**src/rtl/fifo_wr_arbiter.sv**
```systemverilog
// Round-robin arbiter sharing one FIFO write port between NUM_REQ valid/ready requesters.
// Optional burst locking (hold grant until req_last) is enabled by FIFO_ARB_BURST_LOCK_EN.
module fifo_wr_arbiter #(
   parameter  int unsigned NUM_REQ    = 4,
   parameter  int unsigned DATA_WIDTH = 32,
   localparam int unsigned ID_WIDTH   = $clog2(NUM_REQ)
) (
   input  logic                          clk,
   input  logic                          clr,
   input  logic [NUM_REQ-1:0]            req_valid,
   input  logic [NUM_REQ-1:0]            req_last,
   input  logic [NUM_REQ*DATA_WIDTH-1:0] req_data,
   output logic [NUM_REQ-1:0]            req_ready,
   output logic                          fifo_write_en,
   output logic [DATA_WIDTH-1:0]         fifo_data_in,
   input  logic                          fifo_full,
   output logic [ID_WIDTH-1:0]           grant_id,
   output logic                          busy
);

   typedef enum logic {
      ST_IDLE  = 1'b0,
      ST_GRANT = 1'b1
   } state_e;

   state_e              state_q, state_d;
   logic [ID_WIDTH-1:0] grant_id_q, grant_id_d;
   logic [ID_WIDTH-1:0] rr_ptr_q, rr_ptr_d;

   logic [NUM_REQ-1:0]    hi_mask;
   logic [NUM_REQ-1:0]    hi_req;
   logic [ID_WIDTH-1:0]   pick_id;
   logic                  g_valid;
   logic [DATA_WIDTH-1:0] g_data;
   logic                  burst_done;
   logic [ID_WIDTH-1:0]   next_ptr;

   // Lowest valid index at/after rr_ptr, else lowest valid index overall (wrap-around).
   always_comb begin
      hi_mask = '0;
      for (int i = 0; i < NUM_REQ; i++) begin
         hi_mask[i] = (ID_WIDTH'(i) >= rr_ptr_q);
      end
      hi_req  = req_valid & hi_mask;
      pick_id = '0;
      for (int i = NUM_REQ - 1; i >= 0; i--) begin
         if (req_valid[i]) pick_id = ID_WIDTH'(i);
      end
      if (|hi_req) begin
         for (int i = NUM_REQ - 1; i >= 0; i--) begin
            if (hi_req[i]) pick_id = ID_WIDTH'(i);
         end
      end
   end

   // Select the granted requester's valid and data slice.
   always_comb begin
      g_valid = 1'b0;
      g_data  = '0;
      for (int i = 0; i < NUM_REQ; i++) begin
         if (grant_id_q == ID_WIDTH'(i)) begin
            g_valid = req_valid[i];
            g_data  = req_data[i*DATA_WIDTH +: DATA_WIDTH];
         end
      end
   end

`ifdef FIFO_ARB_BURST_LOCK_EN
   always_comb begin
      burst_done = 1'b0;
      for (int i = 0; i < NUM_REQ; i++) begin
         if (grant_id_q == ID_WIDTH'(i)) burst_done = req_last[i];
      end
   end
`else
   logic unused_last;
   assign unused_last = ^req_last;
   assign burst_done  = 1'b1;
`endif

   assign next_ptr = (grant_id_q == ID_WIDTH'(NUM_REQ - 1)) ? '0 : grant_id_q + ID_WIDTH'(1);
   assign grant_id = grant_id_q;

   always_comb begin
      state_d       = state_q;
      grant_id_d    = grant_id_q;
      rr_ptr_d      = rr_ptr_q;
      req_ready     = '0;
      fifo_write_en = 1'b0;
      fifo_data_in  = '0;
      busy          = 1'b0;
      case (state_q)
         ST_IDLE: begin
            if (|req_valid) begin
               grant_id_d = pick_id;
               state_d    = ST_GRANT;
            end
         end
         ST_GRANT: begin
            busy          = 1'b1;
            fifo_data_in  = g_data;
            fifo_write_en = g_valid & ~fifo_full;
            for (int i = 0; i < NUM_REQ; i++) begin
               req_ready[i] = (grant_id_q == ID_WIDTH'(i)) & ~fifo_full;
            end
            if (fifo_write_en && burst_done) begin
               state_d  = ST_IDLE;
               rr_ptr_d = next_ptr;
            end
         end
         default: state_d = ST_IDLE;
      endcase
   end

   always_ff @(posedge clk or negedge clr) begin
      if (!clr) begin
         state_q    <= ST_IDLE;
         grant_id_q <= '0;
         rr_ptr_q   <= '0;
      end else begin
         state_q    <= state_d;
         grant_id_q <= grant_id_d;
         rr_ptr_q   <= rr_ptr_d;
      end
   end

endmodule
```
**config.mk**
```make
export PLATFORM = sky130hd
export DESIGN_NAME = fifo_wr_arbiter
export DESIGN_NICKNAME = d
export VERILOG_FILES = /design/src/rtl/fifo_wr_arbiter.sv
export SDC_FILE = /design/constraint.sdc
export NUM_CORES = 1
export LEC_CHECK = 0
export ABC_AREA = 1
export BUFFER_PORTS_ARGS = -buffer_cell sky130_fd_sc_hd__buf_2
export CELL_PAD_IN_SITES_DETAIL_PLACEMENT = 1
export CELL_PAD_IN_SITES_GLOBAL_PLACEMENT = 2
export CORE_ASPECT_RATIO = 0.75
export CORE_UTILIZATION = 15
export DETAILED_ROUTE_END_ITERATION = 8
export PLACE_DENSITY = 0.9
export SYNTH_ARGS = -nofsm -noshare
export SYNTH_HDL_FRONTEND = slang
export SYNTH_SLANG_ARGS = --single-unit
```
**constraint.sdc**
```tcl
create_clock -name clk -period 1.9 [get_ports clk]
set_input_delay 0.38 -clock clk [delete_from_list [all_inputs] [get_ports clk]]
set_output_delay 0.38 -clock clk [all_outputs]
set_load 0.1 [all_outputs]
```
Yosys cells after proc, flatten, opt, wreduce, memory -nomap -nowiden. Cells that the tools add are included. W data, S select, Z words.

Memories: 0. Output and inout port bits: 40. Memory bits (writable): 0. Logic and storage cells: 49. Memory bits (read-only): 0. Bits of input ports: 139. Latch bits: 0. Bits in registers: 5.

Bitwise operators: 8. Div/mod/pow operators: 0. Shift-type cells: 0. Mux-type cells: 25. Add/subtract/negate cells: 1. $lt $le $gt $ge: 4. Reductions and logical operators: 5. Equality and inequality tests: 3. Multiply operators: 0.

Operators by type and width (count): $mux W32 (5); $mux W2 (10); $mux W1 (8); $reduce_or A4 Y1 (2); $and A1 B1 Y1 (5); $and A4 B4 Y4 (1); $eq A2 B2 Y1 const B (2); $ge A1 B2 Y1 const A (2); $ge A2 B2 Y1 const A (2); $mux W4 (1); $reduce_and A2 Y1 (2); $add A2 B1 Y2 const B (1); $eq A2 B1 Y1 const B (1); $logic_not A2 Y1 (1); $not A1 Y1 (2); $pmux W1 S2 (1).

Depth between registers and ports, before layout. Gate-level depths: netlist (run 1).

Depth after elaboration: 9. Gate-level depth with buffers: 10. Gate-level depth less buffers: 9.

Least setup slack after synthesis (run 1). OpenSTA, ideal clock, no wires.

Kind: register -> output. From: register grant_id_q[0] (netlist: grant_id[0]). To: output port fifo_data_in[14]. Buffers on the path: 2. Stages on the path, launching flop included: 8. Required time: 1.520 ns. Arrival: 3.314 ns. Slack: -1.794 ns. Cell sequence: dfrtp_1 > inv_1 > ha_1 > buf_6 > inv_4 > buf_4 > o211ai_1 > a21oi_1.

Cells in the longest elaborated chain, start to end: 6. Elaborated cells on any way between the ends: 9. Classes of those cells: eq/ne: 3; mux: 5; reduce/logical: 1.

Ends and longest elaborated chain: start: declaration (RTL line 27) `logic [ID_WIDTH-1:0] grant_id_q, grant_id_d;`; start signal: assignment (RTL line 122) `grant_id_q <= grant_id_d;`; $logic_not A2 Y1 (RTL line 61) `if (grant_id_q == ID_WIDTH'(i)) begin`; $mux W32 (3 in a row) (RTL line 61); $mux W32 * (RTL line 61); $mux W32 * (RTL line 92) `case (state_q)`; end: declaration (RTL line 15) `output logic [DATA_WIDTH-1:0] fifo_data_in,`.

Every way passes the cells marked *; elsewhere a longest branch is shown, timed or not.

Worst setup path after layout (run 1).
From: register grant_id_q[0] (netlist: grant_id[0]). To: output port fifo_data_in[10].

The elaborated chain is that of the path after synthesis.

==> summary.md, run 1 <==
| Metric | Value |
|---|---|
| # nets final | 617 |
| Crit Path Max Fanout | 14 |
| Top cell type by total area after synthesis | nand2_1 |
| Clock sink count | 5 |
| Cts bufs inserted | 3 |
| CTS tree | built |
| Worst setup EP type | primary output |
| WP buf/inv | 3 |
| Total grt overflow | 0 |
| Port-buffer cells | 174 |
| Syn_nets | 431 |
| DP HPWL | 7570 um |
| Largest stage delay on the critical path | 510 ps |
| Top Family by Delay on Critical Path | flip-flops |
| Register area | 136 um^2 |
| Endpoints failing hold | 0 |
| H-tree depth | 1 |
| Setup ws final | -302 ps |
| Final worst path period share | 116% |
| Hold WC Path Type | in2async |
| Vias in the first global route | 3070 |
| Die Width | 125 um |
| Critical path startpoint category | flop |
| Total track usage | 16.5% |
| Fin. max-slew vios | 0 |
| Cell with the most instances after synthesis | nand2_1 |
| Die area | 11700 um^2 |
| CTS Buffer Depth | 2 |
| Residual DRC | 0 |
| Failing checks | setup timing |
| Final worst clock skew | 2.56 ps |
| Root Driver | clkbuf_16 |
| Outcome | finished, violations left |
| Wire per inst | 16.0 um |
| CP Class | reg2out |
| Synth warn | 0 |
| DP Area | 3810 um^2 |
| Post-synth EDFFs | 0 |
| Slowest cell on the critical path | dfrtp_4 |
| DR pass1 iterations | 4 |
| Area contributors post-synth | nand2_1 (18%), a21oi_1 (16%), o211ai_1 (10%) |
| Area of the multi-input gates | 1760 um^2 |
| Die Y | 94.0 um |
| Most used DFF post-synth | dfrtp_1 |
| Fmax | 454 MHz |
| Yosys reg bits | 5 |
| Cell Area, Synth | 1690 um^2 |
| Endpoints failing setup | 36 |
| Fin crit period | 2200 ps |
| Vias per inst | 4.68 |
| Via count | 2870 |
| Syn Inst Count | 288 |
| Crit-path cells | inv_4 > ha_4 > buf_12 > nand2_1 > nand2_1 > o211ai_1 > a21oi_4 > buf_12 |
| ANT nets after route | 0 |
| FILL cells | 1299 |
| Share of layout cells above drive strength 1 | 60.0% |
| Antenna diode count | 0 |
| Antenna violations before repair | 0 |
| RSZ-0062 raised after global routing | yes |
| Worst path required time | 1520 ps |
| 1st-iter DRT viols | 70 |
| Post-synth top area share | 18.2% |
| Num ports | 179 |
| First-pass GRT wire length | 15500 um |
| DRT Wirelength | 9840 um |
| Slew HR | 67.3% |
| Worst Tran Pin Value | 494 ps |
| Mean Syn Cell Area | 5.88 um^2 |
| Synth cell count leaders | nand2_1 (82), a21oi_1 (54), o21ai_0 (29), o211ai_1 (23), nor2_1 (15) |
| Area growth, synth to finish | 144% |
| Worst-Skew Late Latency | 230 ps |
| Rows | 33 |
| RePlAce Congestion | 0.833 |
| Yosys cell types | 23 |
| Initial Utilization | 15.5% |
| Worst EP arrival | 1820 ps |
| Core ar. | 10900 um^2 |
| Sequential area share after synthesis | 7.39% |
| FFs w/ async S/R, synth | 100% |
| Largest net degree at the start of global routing | 25 |
| Reg clk slew, reported paths | 30 ps |
| Design area | 4130 um^2 |
| Total of max-cap violations | 0 |
==> per-stage QoR <==
stage	std cells	util, %	hold slack, ps	worst slack (ps)	TNS, ps
2_1_floorplan	288	-	84.4	-426	-13360
3_3_place_gp	599	34.8	201	-56.1	-528
3_5_place_dp	599	34.8	205	-99.1	-1300
4_1_cts	610	37.1	498	-302	-9050
5_1_grt	613	37.8	527	-362	-11060
6_report	613	37.8	498	-302	-8520
==> worst reg2reg max path, delay by kind of cell, from the launching register on <==
kind | cells | cell delay (ps)
adders and majority gates | 1 | 200
DFF | 1 | 510
and+or+nand+nor | 6 | 430
buffers and inverters | 5 | 560
==> per-layer routing <==
layer  track usage, %  routed length, um  part of all wire [%]  up-vias
met5                0                  0                     0        -
met4             2.81                 38                  0.39        0
met3             3.08                684                   7.0        2
met2             31.0               5000                    51      113
met1             19.7               4110                    42     1372
li1                 -                  -                     -     1383
==> final cells by class <==
cell class / count / share of cell area [%]
repair buffers: 207 / 45.5
multi-input cells: 244 / 42.6
well taps: 140 / 4.24
flip-flops and latches: 5 / 3.30
clock buffers: 4 / 1.91
inverters: 11 / 1.76
repair inverters: 2 / 0.696
==> timing repair <==
| action | in CTS | in global routing |
|---|---|---|
| pin swaps | 7 | 6 |
| gates resized for setup | 22 | 17 |
| endpoints found under the setup margin | 37 | 37 |
| hold buffers | 1 | 0 |
| setup buffers | 3 | 3 |
| hold endpoints to repair | 5 | 0 |
| cloned | 3 | 0 |
==> state kept, by name (all words and copies together), names as in the netlist <==
register and flops:
state_q 1, rr_ptr_q 2, grant_id 2
==> path summary, 6_finish.rpt <==
path | startpoint | end | slack (ps) | cells past startpoint
setup / recovery | grant_id[0]$_DFFE_PN0P_ | fifo_data_in[10] | -300 | 8
hold / removal | clr | state_q$_DFF_PN0_ | 500 | 2
setup reg to reg | grant_id[0]$_DFFE_PN0P_ | rr_ptr_q[0]$_DFFE_PN0P_ | 90 | 12
hold reg to reg | rr_ptr_q[0]$_DFFE_PN0P_ | rr_ptr_q[0]$_DFFE_PN0P_ | 600 | 2
max in group asynchronous | clr | grant_id[0]$_DFFE_PN0P_ | 1250 | 2
min in group clk | req_valid[3] | grant_id[1]$_DFFE_PN0P_ | 580 | 4
==> layout by cell type, fill, tap and decap left out, types with 4 or more instances in the layout <==
cell and instances:
inv_1 4, a21oi_1 32, nand2_1 76, ha_4 4
buf_4 15, o21ai_1 8, o211ai_2 8, a21oi_4 32
o21ai_0 24, nand3_1 4, nor2_1 10, buf_2 136
o211ai_1 23, buf_12 49, nand2_2 8, nor2_4 5
==> kinds of logic after synthesis <==
kind of cell | after synthesis | synth area share (%)
AO/OA/AOI/OAI | 129 | 47.9
adder cells (fa/ha/maj) | 4 | 2.95
buffers and inverters | 39 | 15.0
flip-flops | 5 | 7.39
AND/OR/NAND/NOR | 111 | 26.7
Power of run 1 is left out: the tool's default activity adds up to more than one toggle a clock period on the data nets, which glitch-free logic cannot reach.
==> run 2: changes to the inputs <==
Settings changed: SKIP_CTS_REPAIR_TIMING from default to 1.
==> run 2 against run 1 <==
Effect of this change:
- the run still ends with setup timing left
- via count is 0.10% lower
- hold slack improved by 4.3 ps
- clock-buffer cell count unchanged
- critical path depth unchanged
- worst setup slack better by 2.1 ps
- critical endpoint is now fifo_data_in[2]
- clock skew hardly changed
- first-iteration DRC count decreased by 17%
- critical path type unchanged
- sequential cell count is the same
- die area is the same
==> summary.md, run 2 (same netlist as run 1, synthesis figures left out) <==
| Metric | Value |
|---|---|
| Largest net degree at the start of global routing | 33 |
| First-pass GRT wire length | 14600 um |
| Via count | 2867 |
| ANT nets after route | 0 |
| CP Class | reg2out |
| Commonest non-fill, non-tap cell in the layout | buf_2 |
| Vias per inst | 4.71 |
| Total of max-cap violations | 0 |
| Antenna violations before repair | 0 |
| Vias in the first global route | 2989 |
| Endpoints failing setup | 36 |
| DP HPWL | 7570 um |
| Die Width | 125 um |
| DR pass1 iterations | 4 |
| Hold WC Path Type | in2async |
| Fin crit period | 2200 ps |
| Slew HR | 67.2% |
| DRT Wirelength | 9740 um |
| Wire per inst | 16.0 um |
| Share of layout cells above drive strength 1 | 63.1% |
| Critical path startpoint category | flop |
| Antenna diode count | 0 |
| Worst-Skew Late Latency | 230 ps |
| Fmax | 454 MHz |
| CTS Buffer Depth | 2 |
| Crit Path Max Fanout | 28 |
| Die area | 11700 um^2 |
| CTS tree | built |
| Num ports | 179 |
| 1st-iter DRT viols | 58 |
| Final worst clock skew | 2.58 ps |
| Fin. max-slew vios | 0 |
| Hold_ws | 502 ps |
| Reg clk slew, reported paths | 30 ps |
| Worst slack, placed | -99.1 ps |
| H-tree depth | 1 |
| Commonest cells after routing, fill and taps aside | buf_2 (136), nand2_1 (66), buf_12 (48) |
| Die Y | 94.0 um |
| Clock sink count | 5 |
| Rows | 33 |
| Root Driver | clkbuf_16 |
| RePlAce Congestion | 0.833 |
| Outcome | finished, violations left |
| Total grt overflow | 0 |
| Core ar. | 10900 um^2 |
| Final worst path period share | 116% |
| Area growth, synth to finish | 142% |
| Setup ws final | -300 ps |
| Residual DRC | 0 |
| Endpoints failing hold | 0 |
| Failing checks | setup timing |
| Total track usage | 15.4% |
| Cts bufs inserted | 3 |
| Initial Utilization | 15.5% |
| Worst Tran Pin Value | 495 ps |
| Port-buffer cells | 174 |
| Worst path required time | 1520 ps |
| Worst setup EP type | primary output |
| Worst EP arrival | 1820 ps |
| # nets final | 613 |
| RSZ-0062 raised after global routing | yes |
==> run 2: layout make-up <==
cell class | count | area [um^2]
Sequential cell | 5 | 136
Clock buffer | 4 | 78.8
Tap cell | 140 | 175
Inverter | 11 | 68.8
Timing Repair Buffer | 203 | 1830
Fill cell | 1305 | 6840
Timing Repair inverter | 2 | 17.5
Multi-Input combinational cell | 244 | 1800
==> run 2: path summary, 6_finish.rpt <==
check | from | to | slack [ps] | cells after the start
hold reg to reg | rr_ptr_q[0]$_DFFE_PN0P_ | rr_ptr_q[0]$_DFFE_PN0P_ | 600 | 2
min in group clk | req_valid[1] | state_q$_DFF_PN0_ | 580 | 5
hold / removal | clr | state_q$_DFF_PN0_ | 500 | 2
max in group asynchronous | clr | grant_id[0]$_DFFE_PN0P_ | 1240 | 2
setup / recovery | grant_id[1]$_DFFE_PN0P_ | fifo_data_in[2] | -300 | 8
setup reg to reg | grant_id[0]$_DFFE_PN0P_ | rr_ptr_q[0]$_DFFE_PN0P_ | 200 | 10
==> run 2: per-stage QoR <==
stage | instance area, um^2 | util (%) | std cells | setup TNS [ps]
2_1_floorplan | 2150 | - | 288 | -13360
3_5_place_dp | 3810 | 34.8 | 599 | -1300
4_1_cts | 3890 | 35.5 | 603 | -9800
5_1_grt | 4100 | 37.5 | 609 | -10860
3_3_place_gp | 3810 | 34.8 | 599 | -528
6_report | 4100 | 37.5 | 609 | -8530
==> run 2: critical path, cell delays in order (launching register included) <==
cell,delay [ps]
dfrtp_4,520
inv_4,90
ha_4,150
inv_6,50
buf_12,150
nand2_1,100
o211ai_1,130
a21oi_4,190
buf_12,190
==> run 2: layer usage <==
metal  vias up  global-route usage [%]  wire length (um)
met5         -                       0                 0
met4         0                    2.41                56
met3         4                    2.79               718
met2       122                    29.7              4960
met1      1373                    17.9              4010
li1       1368                       -                 -
Power of run 2 is left out for the same reason.
